--- src/rtl/lsu_mem_initiator_if.sv ---
// Bundle between the MEM-stage pipeline, the load/store initiator and the
// byte-addressed data memory port.
//   req_*  : one load/store request (valid/ready handshake)
//   resp_* : one-cycle response pulse with result, tag and error flag
//   mem_*  : memory port (mode/addr/wdata/we out, combinational rdata in)
// slave  : initiator view (takes requests, drives responses and the memory port)
// master : pipeline + memory view (the other side of every signal)
interface lsu_mem_initiator_if #(
  parameter int WIDTH = 32
);
  logic             req_valid;
  logic             req_ready;
  logic             req_we;
  logic [2:0]       req_funct3;
  logic [WIDTH-1:0] req_addr;
  logic [WIDTH-1:0] req_wdata;
  logic [4:0]       req_rd;

  logic             resp_valid;
  logic [WIDTH-1:0] resp_rdata;
  logic [4:0]       resp_rd;
  logic             resp_err;

  logic [2:0]       mem_mode;
  logic [WIDTH-1:0] mem_addr;
  logic [WIDTH-1:0] mem_wdata;
  logic             mem_we;
  logic [WIDTH-1:0] mem_rdata;

  modport slave (
    input  req_valid, req_we, req_funct3, req_addr, req_wdata, req_rd,
    output req_ready,
    output resp_valid, resp_rdata, resp_rd, resp_err,
    output mem_mode, mem_addr, mem_wdata, mem_we,
    input  mem_rdata
  );

  modport master (
    output req_valid, req_we, req_funct3, req_addr, req_wdata, req_rd,
    input  req_ready,
    input  resp_valid, resp_rdata, resp_rd, resp_err,
    input  mem_mode, mem_addr, mem_wdata, mem_we,
    output mem_rdata
  );
endinterface

--- src/rtl/lsu_mem_initiator.sv ---
// MEM-stage load/store initiator. Takes one request at a time, drives the
// byte-addressed memory port for 1..4 beats and returns a single response.
// Stores always go out as byte writes (lowest address first); misaligned
// loads are split into unsigned byte reads and reassembled here.
// Ports:
//   clk  : clock
//   rst  : synchronous active-high reset
//   lsu  : request / response / memory bundle (slave modport)
module lsu_mem_initiator #(
  parameter int WIDTH = 32
) (
  input  logic                clk,
  input  logic                rst,
  lsu_mem_initiator_if.slave  lsu
);

  typedef enum logic [1:0] {S_IDLE, S_BEAT, S_RESP} state_t;

  localparam logic [2:0] M_IDLE  = 3'b000;
  localparam logic [2:0] M_WORD  = 3'b001;
  localparam logic [2:0] M_HALF  = 3'b010;
  localparam logic [2:0] M_BYTE  = 3'b011;
  localparam logic [2:0] M_UHALF = 3'b100;
  localparam logic [2:0] M_UBYTE = 3'b101;

  state_t           state_q, state_d;
  logic             we_q, we_d;
  logic [2:0]       f3_q, f3_d;
  logic [WIDTH-1:0] addr_q, addr_d;
  logic [WIDTH-1:0] wdata_q, wdata_d;
  logic [4:0]       rd_q, rd_d;
  logic             split_q, split_d;   // misaligned load done bytewise
  logic [1:0]       last_q, last_d;     // index of the final beat
  logic [1:0]       k_q, k_d;           // current beat
  logic [WIDTH-1:0] asm_q, asm_d;       // bytes gathered by a split load
  logic [WIDTH-1:0] resp_rdata_q, resp_rdata_d;
  logic [4:0]       resp_rd_q, resp_rd_d;
  logic             resp_err_q, resp_err_d;

  logic             mem_we_raw;
  logic [WIDTH-1:0] beat_addr;
  logic [7:0]       beat_byte;
  logic [4:0]       k_bit;
  logic             req_legal;
  logic             req_misal;
  logic [WIDTH-1:0] ld_result;

  always_comb begin
    if (lsu.req_we) req_legal = (lsu.req_funct3 <= 3'b010);
    else            req_legal = (lsu.req_funct3 != 3'b011) &&
                                (lsu.req_funct3 != 3'b110) &&
                                (lsu.req_funct3 != 3'b111);
  end

  // Only loads can be misaligned: stores are bytewise anyway.
  assign req_misal = !lsu.req_we &&
                     (((lsu.req_funct3[1:0] == 2'b01) && lsu.req_addr[0]) ||
                      ((lsu.req_funct3 == 3'b010) && (lsu.req_addr[1:0] != 2'b00)));

  // Wraps modulo 2^WIDTH, so a beat past 0xFFFFFFFF lands on 0.
  assign beat_addr = addr_q + {{(WIDTH-2){1'b0}}, k_q};
  assign beat_byte = lsu.mem_rdata[7:0];
  assign k_bit     = {k_q, 3'b000};

  // Final-beat result: the byte read in this cycle is the top byte of the
  // assembled value, the earlier ones already sit in asm_q.
  always_comb begin
    ld_result = '0;
    if (!we_q) begin
      if (!split_q) begin
        ld_result = lsu.mem_rdata;
      end else begin
        case (f3_q)
          3'b001:  ld_result = {{16{beat_byte[7]}}, beat_byte, asm_q[7:0]};
          3'b101:  ld_result = {16'b0, beat_byte, asm_q[7:0]};
          default: ld_result = {beat_byte, asm_q[23:0]};
        endcase
      end
    end
  end

  always_comb begin
    state_d      = state_q;
    we_d         = we_q;
    f3_d         = f3_q;
    addr_d       = addr_q;
    wdata_d      = wdata_q;
    rd_d         = rd_q;
    split_d      = split_q;
    last_d       = last_q;
    k_d          = k_q;
    asm_d        = asm_q;
    resp_rdata_d = resp_rdata_q;
    resp_rd_d    = resp_rd_q;
    resp_err_d   = resp_err_q;
    lsu.req_ready  = 1'b0;
    lsu.resp_valid = 1'b0;
    lsu.mem_mode   = M_IDLE;
    lsu.mem_addr   = '0;
    lsu.mem_wdata  = '0;
    mem_we_raw     = 1'b0;

    case (state_q)
      S_IDLE: begin
        lsu.req_ready = 1'b1;
        if (lsu.req_valid) begin
          we_d    = lsu.req_we;
          f3_d    = lsu.req_funct3;
          addr_d  = lsu.req_addr;
          wdata_d = lsu.req_wdata;
          rd_d    = lsu.req_rd;
          split_d = req_misal;
          k_d     = 2'd0;
          asm_d   = '0;
          if (lsu.req_we)
            last_d = (lsu.req_funct3[1:0] == 2'b10) ? 2'd3 :
                     (lsu.req_funct3[0] ? 2'd1 : 2'd0);
          else if (req_misal)
            last_d = lsu.req_funct3[1] ? 2'd3 : 2'd1;
          else
            last_d = 2'd0;
          if (req_legal) begin
            state_d = S_BEAT;
          end else begin
            state_d      = S_RESP;
            resp_rdata_d = '0;
            resp_rd_d    = lsu.req_rd;
            resp_err_d   = 1'b1;
          end
        end
      end

      S_BEAT: begin
        lsu.mem_addr = beat_addr;
        if (we_q) begin
          lsu.mem_mode  = M_BYTE;
          lsu.mem_wdata = {{(WIDTH-8){1'b0}}, wdata_q[k_bit +: 8]};
          mem_we_raw    = 1'b1;
        end else if (split_q) begin
          lsu.mem_mode = M_UBYTE;
        end else begin
          case (f3_q)
            3'b010:  lsu.mem_mode = M_WORD;
            3'b001:  lsu.mem_mode = M_HALF;
            3'b100:  lsu.mem_mode = M_UBYTE;
            3'b101:  lsu.mem_mode = M_UHALF;
            default: lsu.mem_mode = M_BYTE;
          endcase
        end
        asm_d[k_bit +: 8] = beat_byte;
        if (k_q == last_q) begin
          state_d      = S_RESP;
          resp_rdata_d = ld_result;
          resp_rd_d    = rd_q;
          resp_err_d   = 1'b0;
        end else begin
          k_d = k_q + 2'd1;
        end
      end

      S_RESP: begin
        lsu.resp_valid = 1'b1;
        state_d        = S_IDLE;
      end

      default: state_d = S_IDLE;
    endcase
  end

  // A reset edge must never write memory, even mid-store.
  assign lsu.mem_we     = mem_we_raw & ~rst;
  assign lsu.resp_rdata = resp_rdata_q;
  assign lsu.resp_rd    = resp_rd_q;
  assign lsu.resp_err   = resp_err_q;

  always_ff @(posedge clk) begin
    if (rst) begin
      state_q      <= S_IDLE;
      we_q         <= 1'b0;
      f3_q         <= 3'b000;
      addr_q       <= '0;
      wdata_q      <= '0;
      rd_q         <= 5'd0;
      split_q      <= 1'b0;
      last_q       <= 2'd0;
      k_q          <= 2'd0;
      asm_q        <= '0;
      resp_rdata_q <= '0;
      resp_rd_q    <= 5'd0;
      resp_err_q   <= 1'b0;
    end else begin
      state_q      <= state_d;
      we_q         <= we_d;
      f3_q         <= f3_d;
      addr_q       <= addr_d;
      wdata_q      <= wdata_d;
      rd_q         <= rd_d;
      split_q      <= split_d;
      last_q       <= last_d;
      k_q          <= k_d;
      asm_q        <= asm_d;
      resp_rdata_q <= resp_rdata_d;
      resp_rd_q    <= resp_rd_d;
      resp_err_q   <= resp_err_d;
    end
  end

endmodule

--- src/flat_wrapper.sv ---
// flat-port wrapper written by rule: the top's interface ports become plain ports
module lsu_mem_initiator_flat 
#(
  parameter int WIDTH = 32
)
  (clk, rst, lsu_req_valid, lsu_req_we, lsu_req_funct3, lsu_req_addr, lsu_req_wdata, lsu_req_rd, lsu_req_ready, lsu_resp_valid, lsu_resp_rdata, lsu_resp_rd, lsu_resp_err, lsu_mem_mode, lsu_mem_addr, lsu_mem_wdata, lsu_mem_we, lsu_mem_rdata);
  lsu_mem_initiator_if #(.WIDTH(WIDTH)) lsu_i ();
  input  logic clk;
  input  logic rst;
  input wire logic [$bits(lsu_i.req_valid)-1:0] lsu_req_valid;
  input wire logic [$bits(lsu_i.req_we)-1:0] lsu_req_we;
  input wire logic [$bits(lsu_i.req_funct3)-1:0] lsu_req_funct3;
  input wire logic [$bits(lsu_i.req_addr)-1:0] lsu_req_addr;
  input wire logic [$bits(lsu_i.req_wdata)-1:0] lsu_req_wdata;
  input wire logic [$bits(lsu_i.req_rd)-1:0] lsu_req_rd;
  output wire logic [$bits(lsu_i.req_ready)-1:0] lsu_req_ready;
  output wire logic [$bits(lsu_i.resp_valid)-1:0] lsu_resp_valid;
  output wire logic [$bits(lsu_i.resp_rdata)-1:0] lsu_resp_rdata;
  output wire logic [$bits(lsu_i.resp_rd)-1:0] lsu_resp_rd;
  output wire logic [$bits(lsu_i.resp_err)-1:0] lsu_resp_err;
  output wire logic [$bits(lsu_i.mem_mode)-1:0] lsu_mem_mode;
  output wire logic [$bits(lsu_i.mem_addr)-1:0] lsu_mem_addr;
  output wire logic [$bits(lsu_i.mem_wdata)-1:0] lsu_mem_wdata;
  output wire logic [$bits(lsu_i.mem_we)-1:0] lsu_mem_we;
  input wire logic [$bits(lsu_i.mem_rdata)-1:0] lsu_mem_rdata;
  assign lsu_i.req_valid = lsu_req_valid;
  assign lsu_i.req_we = lsu_req_we;
  assign lsu_i.req_funct3 = lsu_req_funct3;
  assign lsu_i.req_addr = lsu_req_addr;
  assign lsu_i.req_wdata = lsu_req_wdata;
  assign lsu_i.req_rd = lsu_req_rd;
  assign lsu_req_ready = lsu_i.req_ready;
  assign lsu_resp_valid = lsu_i.resp_valid;
  assign lsu_resp_rdata = lsu_i.resp_rdata;
  assign lsu_resp_rd = lsu_i.resp_rd;
  assign lsu_resp_err = lsu_i.resp_err;
  assign lsu_mem_mode = lsu_i.mem_mode;
  assign lsu_mem_addr = lsu_i.mem_addr;
  assign lsu_mem_wdata = lsu_i.mem_wdata;
  assign lsu_mem_we = lsu_i.mem_we;
  assign lsu_i.mem_rdata = lsu_mem_rdata;
  lsu_mem_initiator #(.WIDTH(WIDTH)) u_core (.clk(clk), .rst(rst), .lsu(lsu_i));
endmodule
--- config.mk ---
export PLATFORM = sky130hd
export DESIGN_NAME = lsu_mem_initiator_flat
export DESIGN_NICKNAME = d
export VERILOG_FILES = /design/src/rtl/lsu_mem_initiator_if.sv /design/src/rtl/lsu_mem_initiator.sv /design/src/flat_wrapper.sv
export SDC_FILE = /design/constraint.sdc
export NUM_CORES = 1
export LEC_CHECK = 0
export BUFFER_PORTS_ARGS = -buffer_cell sky130_fd_sc_hd__buf_4
export CORE_AREA = 2 2 126 128
export CTS_CLUSTER_DIAMETER = 150
export DETAILED_ROUTE_END_ITERATION = 6
export DIE_AREA = 0 0 128 130
export PLACE_DENSITY = 0.8
export SLEW_MARGIN = 15
export SYNTH_ARGS = -nofsm -noshare
export SYNTH_HDL_FRONTEND = slang
export SYNTH_SLANG_ARGS = --single-unit
export TNS_END_PERCENT = 5
--- constraint.sdc ---
create_clock -name clk -period 1.9 [get_ports clk]
set_input_delay 0.19 -clock clk [delete_from_list [all_inputs] [get_ports clk]]
set_output_delay 0.19 -clock clk [all_outputs]
set_load 0.03 [all_outputs]
==> results of run 1 <==
flip-flops by register name (all words and copies together) (netlist names), 2 cells and up:
name	flops
u_core.wdata_q	32
u_core.lsu.resp_rd	5
u_core.state_q	2
u_core.addr_q	32
u_core.rd_q	5
u_core.k_q	2
u_core.last_q	2
u_core.asm_q	24
u_core.f3_q	3
u_core.lsu.resp_rdata	32
metrics by stage:
step	util	instance area, um^2	setup TNS (ns)	power (mW)
final	0.613	9460	-10.90	7.61
after detailed placement	0.568	8760	-1.68	4.48
after CTS	0.610	9410	-11.72	7.66
after global routing	0.613	9460	-15.71	7.92
after floorplan	-	7140	-1.95	4.03
after global placement	0.568	8760	-0.608	4.46
layout make-up:
cell class	instances	area, um^2
Sequential cell	142	2850
Inverter	22	82.6
Timing Repair Buffer	238	1880
Multi-Input combinational cell	661	3840
Fill cell	1368	5970
Clock buffer	27	513
Tap cell	192	240
Clock inverter	5	53.8
Yosys cell counts, drive strengths merged (2+ instances only):
library cell  number  area (um^2)
nand2            206          773
dfxtp            142         2840
nor2              88          330
a21oi             85          433
buf               47          297
clkbuf            44          165
nand3b            32          240
nand3             31          160
a22oi             26          195
xor2              23          201
inv               22         82.6
mux2i             16          160
o22ai             16          100
and3              14         87.6
nand4             10         62.6
nor3               9         71.3
mux4               8          180
o2111ai            8         70.1
o31ai              8         60.1
xnor2              7         61.3
a311oi             5         43.8
ha                 5         62.6
nor2b              5         31.3
o21ai              5         25.0
or3                4         25.0
and2               3         18.8
nand4b             3         26.3
o211ai             3         22.5
a21o               2         15.0
nand2b             2         12.5
nor4               2         27.5
critical path, cell delays in order, from the launching register on:
cell and delay [ns]:
dfxtp_2 0.35, ha_1 0.28, a21oi_1 0.09, nor3_2 0.18, nand4_1 0.13, or3_1 0.34
a21oi_2 0.18, buf_6 0.15
power by group:
group / switching (mW) / internal, mW
Clock: 1.21 / 1.97
Sequential: 0.105 / 3.12
Combinational: 0.718 / 0.488
logic make-up (layout without fill, tap and decap cells):
group | Yosys count | after routing | synth area share
buffers and inverters | 113 | 292 | 0.0777
AOI/OAI and AO/OA | 162 | 162 | 0.142
DFF | 142 | 142 | 0.406
and+or+nand+nor | 415 | 415 | 0.276
xor gates and xnor gates | 30 | 30 | 0.0375
muxes | 24 | 24 | 0.0486
other | 1 | 24 | 0.000535
adders and majority gates | 6 | 6 | 0.0118
per-layer routing:
metal  vias to the layer above  track usage  wire, um
met4                         0        0.103       574
met3                        45       0.0431      1020
li1                       3376            -         -
met5                         -            0         0
met1                      3241        0.298      8370
met2                       206        0.384      9420
final timing paths:
check                          from                 to  depth (start not counted)
setup / recovery      u_core.k_q[1]   lsu_mem_addr[31]                          7
hold / removal      lsu_req_addr[0]   u_core.addr_q[0]                          3
setup reg to reg      u_core.k_q[0]   u_core.asm_q[20]                          8
hold reg to reg   u_core.wdata_q[9]  u_core.wdata_q[9]                          2
timing repair:
| item | in CTS | in global routing |
|---|---|---|
| hold endpoints to repair | 0 | 0 |
| setup endpoints to repair | 50 | 73 |
| gates resized for setup | 19 | 12 |
| setup buffers | 1 | 0 |
| pin swaps | 9 | 6 |
==> results_dict.tcl, run 1 <==
set metrics [dict create \
    finalNonFillerCells 1287 \
    skew_ns 0.00946 \
    tritoncts "yes" \
    cts-htree-levels 4 \
    gp_congestion 0.837 \
    timing.final.hold_violations 0 \
    synth_enable_flop_cells 0 \
    violations "negative setup slack" \
    worst-endpoint-required_ns 1.71 \
    largest_net_degree_at_the_start_of_global_routing 59 \
    netlist_instances 893 \
    rsz0062_at_grt "true" \
    die_area_um2 16600 \
    count_of_antenna_diodes_in_the_layout 0 \
    final_setup_violations 39 \
    crit_path_end_kind "primary output" \
    dp_cells 1254 \
    max-vdd-ir-drop_mv 0.583 \
    ys_warnings 0 \
    insertion_delay_ns 0.42 \
    dr_total_vias 6868 \
    async_sr_flop_fraction 0 \
    routed_wire_length_per_instance_um 15.1 \
    startpoint_kind_of_the_worst_setup_timing_path "flop" \
    place_worst_setup_slack_ns -0.181 \
    grt_remaining_overflow 0 \
    num_io_pins 216 \
    route.final.wire_length_mm 19.4 \
    outcome "finished with violations" \
    worst_slack_ns -0.413 \
    synthFlopType "dfxtp_1" \
    max_clock_freq_mhz 432 \
    critical_path_arrival_ns 2.12 \
    period_minus_slack_ns 2.31 \
    timing.max_slew.rel_slack 0.549 \
    detail_route.vias_per_cell 5.34 \
    max_cap_viol_count 0 \
    cts_sinks 142 \
    report.final.slew_viol_count 0 \
    syn-cell-area_um2 7010 \
    ff_latch_count_synth 142 \
    cts_inserted_buffers 17 \
    ctsLongestPathBuffers 2 \
    static-leakage-power_nw 4.05 \
    fp.coreArea_um2 15400 \
    place.detailed.hpwl_mm 13.4 \
    clock-root-buffer "clkbuf_16" \
    worstPathMaxFanout 3 \
    initial_core_util 0.454 \
    yosys.cell_types.count 52 \
    num-nets-final 1196 \
    grt_pass1_vias 6322 \
    r2r_setup_slack_ns 0.02 \
    worst-slew-pin-transition_ns 0.676 \
    antenna_found_initial 0 \
    numPortBuffers 191 \
    dr.pass1.iters 5 \
    worst_setup_hold_path_clk_slew_ns 0.06 \
    first_pass_grt_wire_length_mm 31.1 \
    groute.usage.overall 0.232 \
    detail_route.iter0.violations 473 \
    worst_setup_path_category "reg2out" \
    layout_cells_sized_above_1 0.290 \
    layout_common_cells "223 x buf_4, 206 x nand2_1, 137 x dfxtp_1, 80 x a21oi_1, 71 x nor2_1" \
    synth_seq_area_share 0.406 \
    power.density_nw_per_um2 805 \
    antenna_violating_nets_post_route 0 \
    area_growth_syn_to_layout_pct 34.9 \
    syn-mean-instance-area_um2 7.85 \
    layout.cells.most_common "buf_4" \
    layout_worst_path_cycle_share 1.22 \
    post-route-drc-count 0 \
    hold_path_class "in2reg" \
    rows 46 \
    cts_hold_buffers 0 \
    die_width_um 128 \
    hold-worst-slack_ns 0.0189 \
    die-height_um 130 \
]
Power figures use the tool's default switching activity.
==> run 2, diff against run 1 <==
BUFFER_PORTS_ARGS = default   (was -buffer_cell sky130_fd_sc_hd__buf_4)
CORE_AREA = 2 2 114 116   (was 2 2 126 128)
DIE_AREA = 0 0 116 118   (was 0 0 128 130)
DONT_BUFFER_PORTS = 1   (was default)
PLACE_DENSITY = 0.79   (was 0.8)
==> results_dict.tcl, run 2 (same netlist as run 1, synthesis figures left out) <==
set metrics [dict create \
    worstPathMaxFanout 12 \
    largest_net_degree_at_the_start_of_global_routing 146 \
    hold_path_class "in2reg" \
    dp_cells 1082 \
    first_pass_grt_wire_length_mm 28.9 \
    timing.critical_path.slowest_cell_delay_ns 0.33 \
    count_of_antenna_diodes_in_the_layout 0 \
    initial_core_util 0.565 \
    startpoint_kind_of_the_worst_setup_timing_path "flop" \
    cts_hold_buffers 9 \
    globalRoute.busiestLayer "met2" \
    layout_cells_sized_above_1 0.188 \
    antenna_found_initial 0 \
    crit_path_cell_trace "ha_1, a21oi_2, nor3_2, buf_4, nand4_1, xor2_1, nor2_2, buf_4" \
    area_growth_syn_to_layout_pct 21.5 \
    antenna_violating_nets_post_route 0 \
    layout.cells.most_common "nand2_1" \
    grt_remaining_overflow 0 \
    place.detailed.hpwl_mm 12.1 \
    worst-endpoint-required_ns 1.71 \
    cts_sinks 142 \
    post-route-drc-count 0 \
    period_minus_slack_ns 2.29 \
    clock-root-buffer "clkbuf_16" \
    num-nets-final 1054 \
    ctsLongestPathBuffers 2 \
    max_clock_freq_mhz 437 \
    fp.coreArea_um2 12400 \
    cts_inserted_buffers 17 \
    skew_ns 0.00536 \
    timing.max_slew.rel_slack 0.642 \
    critPathMostFrequentCell "buf_4" \
    final_setup_violations 38 \
    groute.usage.overall 0.263 \
    static-leakage-power_nw 3.40 \
    r2r_setup_slack_ns 0.06 \
    worst-slew-pin-transition_ns 0.537 \
    outcome "finished with violations" \
    violations "negative hold slack, negative setup slack" \
    die-height_um 118 \
    switching_fraction_of_total_power 0.239 \
    critical_path_arrival_ns 2.10 \
    global_route.usage.met1 0.347 \
    gp_congestion 0.870 \
    globalRouteMet3Util 0.0649 \
    tritoncts "yes" \
    timing.final.hold_violations 109 \
    finalNonFillerCells 1125 \
    grt_pass1_vias 5910 \
    net-switching-power_mw 1.93 \
    power.density_nw_per_um2 951 \
    crit_path_end_kind "primary output" \
    fin_tns_setup_ns -9.74 \
    route.final.wire_length_mm 18.0 \
    power.share.combinational 0.112 \
    max_cap_viol_count 0 \
    final_core_util 0.686 \
    use_met2 0.411 \
    die_area_um2 13700 \
    numPortBuffers 0 \
    layout_common_cells "206 x nand2_1, 136 x dfxtp_1, 81 x a21oi_1, 77 x buf_4, 69 x nor2_1" \
    worst_setup_hold_path_clk_slew_ns 0.05 \
    num_io_pins 216 \
    detail_route.vias_per_cell 5.61 \
    max-vdd-ir-drop_mv 0.693 \
    crit_slowest_cell "dfxtp_2" \
    report.final.slew_viol_count 0 \
    detail_route.iter0.violations 533 \
    rows 41 \
    insertion_delay_ns 0.42 \
    die_width_um 116 \
    cts-htree-levels 4 \
    place_worst_setup_slack_ns -0.128 \
    internal_power_mw 6.16 \
    dr_total_vias 6313 \
    hold-worst-slack_ns -0.161 \
    layout_worst_path_cycle_share 1.21 \
    rsz0062_at_grt "true" \
    worst_setup_path_category "reg2out" \
    power_frac_seq 0.404 \
    dr.pass1.iters 5 \
    pwr-share-clk 0.484 \
    routed_wire_length_per_instance_um 16.0 \
    worst_slack_ns -0.390 \
]
## run 2: worst max-delay path, delay by kind of cell (launching register included)
kind / cells / cell delay, ns
AND/OR/NAND/NOR: 3 / 0.41
buffers and inverters: 2 / 0.41
flip-flops: 1 / 0.33
AO/OA/AOI/OAI: 1 / 0.07
XOR/XNOR: 1 / 0.17
adder cells (fa/ha/maj): 1 / 0.29
## run 2: power groups by stage
stage          clock network, mW  registers (mW)  logic [mW]
2_1_floorplan                  0            3.31       0.715
6_report                    3.92            3.27       0.904
5_1_grt                     4.11            3.29       0.997
3_5_place_dp                   0            3.33       0.874
3_3_place_gp                   0            3.33       0.857
4_1_cts                     3.97            3.27       0.899
## run 2: worst paths after layout
kind,start,to,cells past startpoint
max,u_core.k_q[1],lsu_mem_addr[27],8
min reg2reg,u_core.rd_q[2],u_core.rd_q[2],2
max reg2reg,u_core.k_q[0],u_core.state_q[1],5
min,rst,u_core.rd_q[1],1
## run 2: what timing repair did
action	CTS	global route
resized for setup	29	6
pin swaps	16	2
buffers inserted	1	1
endpoints found under the hold margin	142	137
endpoints found under the setup margin	49	53
## run 2: metrics by stage
step	total power, mW	instance area, um^2
floorplan	4.03	7140
global placement	4.18	7590
detailed placement	4.21	7590
CTS	8.14	8500
global route	8.40	8510
finish	8.09	8510
## run 2: layout make-up
class	instances	area, um^2
clock buffers	21	470
clock inverters	11	234
fillers	1009	3900
inverters	22	82.6
multi-input cells	661	3840
flip-flops and latches	142	2850
well taps	172	215
repair buffers	96	816
## run 2: layer usage
layer | up-vias | part of all wire
li1 | 3099 | -
met1 | 2942 | 0.43
met2 | 238 | 0.48
met3 | 34 | 0.069
met4 | 0 | 0.022
met5 | - | 0
